--- config.mk ---
export PLATFORM = sky130hd
export DESIGN_NAME = audio_interp_up
export DESIGN_NICKNAME = d
export VERILOG_FILES = /design/src/rtl/audio_interp_up.sv
export SDC_FILE = /design/constraint.sdc
export NUM_CORES = 1
export LEC_CHECK = 0
export BUFFER_PORTS_ARGS = -buffer_cell sky130_fd_sc_hd__buf_4
export CAP_MARGIN = 20
export CELL_PAD_IN_SITES_DETAIL_PLACEMENT = 1
export CELL_PAD_IN_SITES_GLOBAL_PLACEMENT = 2
export CORE_AREA = 5 5 181 183
export CTS_BUF_LIST = sky130_fd_sc_hd__clkbuf_16
export CTS_CLUSTER_DIAMETER = 40
export CTS_CLUSTER_SIZE = 28
export DETAILED_ROUTE_END_ITERATION = 12
export DIE_AREA = 0 0 186 188
export GPL_TIMING_DRIVEN = 0
export PLACE_DENSITY = 0.86
export SLEW_MARGIN = 10
export SYNTH_ARGS = -nofsm -noshare
export SYNTH_HDL_FRONTEND = slang
export SYNTH_SLANG_ARGS = --single-unit
--- constraint.sdc ---
create_clock -name clk -period 6.6 [get_ports clk]
set_clock_uncertainty 0.2 [all_clocks]
set_input_delay 0.33 -clock clk [delete_from_list [all_inputs] [get_ports clk]]
set_output_delay 0.33 -clock clk [all_outputs]
set_load 0.02 [all_outputs]
--- src/rtl/audio_interp_up.sv ---
// audio_interp_up: linear-interpolating upsampler from a low-rate sample stream
// (one sample per DIV clocks) to a per-clock output. Input samples queue in a
// small FIFO. Each period a restoring divider finds the per-clock slope, and the
// output is rebuilt from running quotient/remainder accumulators.
module audio_interp_up #(
  parameter int DIV        = 224,
  parameter int FIFO_DEPTH = 4
) (
  input  logic        clk,
  input  logic        reset,
  input  logic [15:0] in_data,
  input  logic        in_valid,
  output logic        in_ready,
  output logic [15:0] out,
  output logic        tick,
  output logic        underrun
);

  localparam int PW = (FIFO_DEPTH > 1) ? $clog2(FIFO_DEPTH) : 1;
  localparam int CW = $clog2(FIFO_DEPTH + 1);
  localparam logic [9:0]    DivLast  = 10'(DIV - 1);
  localparam logic [10:0]   DivTrial = 11'(DIV);
  localparam logic [PW-1:0] PtrLast  = PW'(FIFO_DEPTH - 1);
  localparam logic [CW-1:0] CntFull  = CW'(FIFO_DEPTH);

  typedef enum logic {DivIdle, DivBusy} divState_e;

  logic [15:0]   fifoMem [FIFO_DEPTH];
  logic [PW-1:0] wrPtr_q, rdPtr_q;
  logic [CW-1:0] count_q;
  logic          full, empty, push, pop;
  logic [15:0]   head;

  logic [9:0]    phase_q;
  logic          boundary, phaseZero;

  divState_e     divState_q;
  logic [4:0]    divCnt_q;
  logic [15:0]   divQuo_q;
  logic [9:0]    divRem_q;
  logic [10:0]   divTrial;
  logic          divGe;
  logic          diffNeg_q, armed_q;
  logic [16:0]   diffD;
  logic [15:0]   absDiff;

  logic [15:0]   prev_q, cur_q;
  logic [15:0]   slopeQ_q;
  logic [9:0]    slopeR_q;
  logic          slopeNeg_q;
  logic          tick_q, underrun_q;

  logic [16:0]   qacc_q, qaccD;
  logic [9:0]    racc_q, raccD;
  logic [10:0]   raccSum;
  logic          carry;
  logic [17:0]   prevExt, stepExt;
  logic [15:0]   out_q, outD;

  assign full      = (count_q == CntFull);
  assign empty     = (count_q == '0);
  assign in_ready  = ~full;
  assign push      = in_valid & ~full;
  assign boundary  = (phase_q == DivLast);
  assign phaseZero = (phase_q == 10'd0);
  assign pop       = boundary & armed_q;
  assign head      = fifoMem[rdPtr_q];

  assign out      = out_q;
  assign tick     = tick_q;
  assign underrun = underrun_q;

  // FIFO storage is written on every accepted push; emptiness is tracked by count_q alone.
  always_ff @(posedge clk) begin
    if (push) fifoMem[wrPtr_q] <= in_data;
  end

  // FIFO pointers and fill level; a simultaneous push and pop leaves the fill unchanged.
  always_ff @(posedge clk or negedge reset) begin
    if (!reset) begin
      wrPtr_q <= '0;
      rdPtr_q <= '0;
      count_q <= '0;
    end else begin
      if (push) wrPtr_q <= (wrPtr_q == PtrLast) ? '0 : wrPtr_q + PW'(1);
      if (pop)  rdPtr_q <= (rdPtr_q == PtrLast) ? '0 : rdPtr_q + PW'(1);
      case ({push, pop})
        2'b10:   count_q <= count_q + CW'(1);
        2'b01:   count_q <= count_q - CW'(1);
        default: count_q <= count_q;
      endcase
    end
  end

  // Free-running phase counter, 0..DIV-1.
  always_ff @(posedge clk or negedge reset) begin
    if (!reset) phase_q <= '0;
    else        phase_q <= boundary ? '0 : phase_q + 10'd1;
  end

  // Next segment's difference (head - cur) sampled at phase 0, split into sign and magnitude.
  always_comb begin
    diffD    = empty ? 17'd0 : ({head[15], head} - {cur_q[15], cur_q});
    absDiff  = diffD[16] ? 16'(17'd0 - diffD) : diffD[15:0];
    divTrial = {divRem_q, divQuo_q[15]};
    divGe    = (divTrial >= DivTrial);
  end

  // Restoring divider: loads |diff| at phase 0, one quotient bit per clock, idle after 16 steps.
  always_ff @(posedge clk or negedge reset) begin
    if (!reset) begin
      divState_q <= DivIdle;
      divCnt_q   <= '0;
      divQuo_q   <= '0;
      divRem_q   <= '0;
      diffNeg_q  <= 1'b0;
      armed_q    <= 1'b0;
    end else if (phaseZero) begin
      diffNeg_q  <= diffD[16];
      armed_q    <= ~empty;
      divQuo_q   <= absDiff;
      divRem_q   <= '0;
      divCnt_q   <= 5'd16;
      divState_q <= DivBusy;
    end else if (divState_q == DivBusy) begin
      if (divGe) begin
        divRem_q <= 10'(divTrial - DivTrial);
        divQuo_q <= {divQuo_q[14:0], 1'b1};
      end else begin
        divRem_q <= divTrial[9:0];
        divQuo_q <= {divQuo_q[14:0], 1'b0};
      end
      divCnt_q <= divCnt_q - 5'd1;
      if (divCnt_q == 5'd1) divState_q <= DivIdle;
    end
  end

  // At each boundary advance the segment endpoints and latch the slope, or flag an underrun.
  always_ff @(posedge clk or negedge reset) begin
    if (!reset) begin
      prev_q     <= '0;
      cur_q      <= '0;
      slopeQ_q   <= '0;
      slopeR_q   <= '0;
      slopeNeg_q <= 1'b0;
      tick_q     <= 1'b0;
      underrun_q <= 1'b0;
    end else if (boundary) begin
      prev_q     <= cur_q;
      tick_q     <= 1'b1;
      underrun_q <= ~armed_q;
      if (armed_q) begin
        cur_q      <= head;
        slopeQ_q   <= divQuo_q;
        slopeR_q   <= divRem_q;
        slopeNeg_q <= diffNeg_q;
      end else begin
        slopeQ_q   <= '0;
        slopeR_q   <= '0;
        slopeNeg_q <= 1'b0;
      end
    end else begin
      tick_q     <= 1'b0;
      underrun_q <= 1'b0;
    end
  end

  // Next accumulator step: racc carries into qacc whenever it reaches DIV, giving floor(|d|*k/DIV).
  always_comb begin
    raccSum = {1'b0, racc_q} + {1'b0, slopeR_q};
    carry   = (raccSum >= DivTrial);
    raccD   = carry ? 10'(raccSum - DivTrial) : raccSum[9:0];
    qaccD   = qacc_q + {1'b0, slopeQ_q} + {16'd0, carry};
    prevExt = {{2{prev_q[15]}}, prev_q};
    stepExt = {1'b0, qaccD};
    outD    = slopeNeg_q ? 16'(prevExt - stepExt) : 16'(prevExt + stepExt);
  end

  // Accumulators and registered output; the boundary restarts the segment at the new prev.
  always_ff @(posedge clk or negedge reset) begin
    if (!reset) begin
      qacc_q <= '0;
      racc_q <= '0;
      out_q  <= '0;
    end else if (boundary) begin
      qacc_q <= '0;
      racc_q <= '0;
      out_q  <= cur_q;
    end else begin
      qacc_q <= qaccD;
      racc_q <= raccD;
      out_q  <= outD;
    end
  end

endmodule

==> flow_summary.ini <==
[outcome]
run_status = complete, no violations

[timing]
rsz0062_at_grt = yes
setup_viol = 0
fin_setup_tns_ns = 0
relSlewSlack_pct = 30.55
timing.fmax_ghz = 0.1571
worst_slack_ns = 0.2351
final-max-slew-violation-count = 0
min_period_ns = 6.365
hold_viol = 0
worstMarginPinSlew_ns = 1.034
min_period_over_period_pct = 96.44

[layout]
register_area_um2 = 5776
multi_input_area_um2 = 5633
final_nets = 1296
antenna_cells = 0
nFillCells = 3351
areaGrowthSynthToFinish_pct = 22.70
layout-drive-gt1-share_pct = 15.69
final_cell_area_um2 = 14140

[logic_synthesis]
synth_area_um2 = 11520
yosys-top-cells-count = nand2_1, dfrtp_1, nor2_1
synth_cell_types = 64
syn-num-nets = 1188
synth_top_cell_by_area = dfrtp_1
syn-instance-count = 1094
synth_edf_count = 64
synthMostInstantiatedCell = nand2_1
synth_top_area_share_pct = 33.44
synth.area.top_cells = dfrtp_1, edfxtp_1, ha_1
ys.flop_type = dfrtp_1
async_reset_ff_share_pct = 70.64
yosys_register_bits = 218
yosys_warnings = 0
ys_seq_area_share_pct = 50.12
syn_avg_cell_area_um2 = 10.53

[die]
io_pins = 38
die_x_um = 186
die_area_um2 = 34970
die_h_um = 188
rows = 65
core-area_um2 = 31070
start_util_pct = 37.09

[clocking]
cts_tree = yes
clkSinkCount = 218
clkSlewWorstSetupHoldPaths_ns = 0.05
clk_latency_ns = 0.52
cts_buffers = 38
cts.path.max_buffers = 3
root_buffer = clkbuf_16
h-tree-depth = 2

[pwr]
p_per_area_nw_per_um2 = 291.1
swShare_pct = 26.99
p_comb_share_pct = 14.2
internal_power_mw = 3.005
leakagePower_nw = 6.271
vdd_drop_max_mv = 0.2182
pwr-share-seq_pct = 37.2
clkPwrFrac_pct = 48.6
power_switching_mw = 1.111

[placement]
portBuffers = 37
post-dp-hpwl_um = 21410
dp_slack_ns = -0.5644
routabilityCongestion = 0.8556
post_dp_cell_area_um2 = 12340

[worst_setup_path]
cp-end-kind = flop
path_class = flop to flop
startpoint_type = flop
crit_required_ns = 6.75
arrival_ns = 6.51
cp_max_fo = 5

[detailed_routing]
route.detailed.drc = 0
routed_wl_um = 30110
routedWlPerCell_um = 18.45
vias = 8423
dr.pass1.iters = 4
vias_per_cell = 5.161
drtIter0Drc = 257
drtAntennaViolNets = 0

[global_route]
grt_use_total_pct = 17.22
antenna_found_initial = 0
grt_max_degree = 87
first_global_vias = 9154
grt_overflow = 0
grt_pass1_wl_um = 48400

[flow_run]
max_cap_viol_count = 0

[min_path]
hp-class = primary input to flop
final timing paths:
| path | start | end | slack (ns) | cells after the start |
|---|---|---|---|---|
| max | slopeR_q[1]$_DFFE_PN0P_ | out[15]$_DFF_PN0_ | 0.24 | 27 |
| min in group asynchronous | reset | divRem_q[5]$_DFFE_PN0P_ | 0.23 | 2 |
| min | in_valid | wrPtr_q[1]$_DFFE_PN0P_ | 0.03 | 3 |
| min reg2reg | slopeR_q[2]$_DFFE_PN0P_ | slopeR_q[2]$_DFFE_PN0P_ | 0.28 | 2 |
| max reg2reg | slopeR_q[1]$_DFFE_PN0P_ | out[15]$_DFF_PN0_ | 0.24 | 27 |
| max in group asynchronous | reset | prev_q[6]$_DFFE_PN0P_ | 5.20 | 3 |
per-stage QoR:
step	instances	power [mW]	util (%)	hold slack (ns)
floorplan	1094	1.958	-	-0.1656
global placement	1533	2.104	39.61	0.2689
detailed placement	1534	2.137	39.72	0.1932
CTS	1622	4.167	44.78	0.01798
global route	1632	4.305	45.51	0.03972
finish	1632	4.116	45.51	0.03295
state kept, by name, summed over array words and instances, names as in the netlist, 2 cells and up:
signal	cells
wrPtr_q	2
slopeQ_q	16
out	16
divRem_q	10
divCnt_q	5
prev_q	16
divQuo_q	16
cur_q	16
slopeR_q	10
rdPtr_q	2
racc_q	10
phase_q	10
fifoMem	64
qacc_q	16
count_q	3
timing repair:
item	4_1_cts	5_1_grt
hold endpoints to repair	149	0
setup buffers	4	10
gates resized for setup	17	35
hold buffers	17	0
endpoints found under the setup margin	6	6
pin swaps	9	16
kinds of logic (layout without fill, tap and decap cells):
logic type / count (synthesis) / in the layout / synth area share (%)
multiplexers: 42 / 42 / 5.429
AND/OR/NAND/NOR: 372 / 372 / 14.71
adder cells (fa/ha/maj): 75 / 75 / 8.534
AO/OA/AOI/OAI: 210 / 210 / 11.41
flip-flops: 218 / 218 / 50.12
buffers and inverters: 90 / 226 / 2.932
XOR/XNOR: 87 / 87 / 6.862
layout by cell type (no fill, tap or decap), drive strengths merged, types with 12 or more instances in the layout:
master,synthesis,routed
nand2,158,158
dfrtp,154,154
nor2,75,75
clkbuf,37,75
o21ai,70,70
ha,69,69
edfxtp,64,64
inv,50,58
buf,3,55
a21oi,50,50
xnor2,49,49
nand3,46,46
xor2,37,37
mux2i,22,22
nor3,20,20
dlygate4sd3,0,17
mux4,16,16
and3,15,15
a21o,14,14
o21a,13,13
clkinv,0,12
layout make-up:
| cell class | instances | area share [%] |
|---|---|---|
| sequential | 218 | 40.85 |
| multi-input combinational | 786 | 39.84 |
| clock buffer | 39 | 6.902 |
| timing repair buffer | 69 | 4.185 |
| tap | 402 | 3.557 |
| clock inverter | 29 | 2.292 |
| inverter | 50 | 1.345 |
| buffer | 39 | 1.035 |
power groups by stage:
stage / Sequential (mW) / Clock, mW / Combinational, mW
after floorplan: 1.54 / 0 / 0.421
after global placement: 1.54 / 0 / 0.561
after detailed placement: 1.56 / 0 / 0.582
after CTS: 1.53 / 2.04 / 0.593
after global routing: 1.54 / 2.11 / 0.653
final: 1.53 / 2.00 / 0.585
metal layers:
metal	up-vias	track usage, %	part of all wire (%)
met5	-	0	0
met4	0	3.868	1.8
met3	43	2.677	3.3
met2	124	30.25	51
met1	4172	22.34	44
li1	4084	-	-
worst max-delay path, stage by stage, from the launching register on:
cell      delay [ns]
dfrtp_1         0.40
ha_1            0.29
a21o_1          0.13
a21oi_2         0.08
o21ai_1         0.23
a211oi_2        0.13
or2_2           0.31
xnor2_2         0.18
a21o_1          0.21
or3b_4          0.41
inv_4           0.08
fa_2            0.21
fa_2            0.22
nor2b_1         0.06
o31a_1          0.35
or4_4           0.46
a21oi_4         0.18
xor2_2          0.18
and4_4          0.26
a21o_1          0.13
xnor2_1         0.13
ha_1            0.30
or2_2           0.34
a21oi_4         0.19
a21oi_2         0.06
a31oi_1         0.24
xnor2_1         0.15
mux2i_1         0.10
Note: power is estimated with default switching activity, not from simulation.
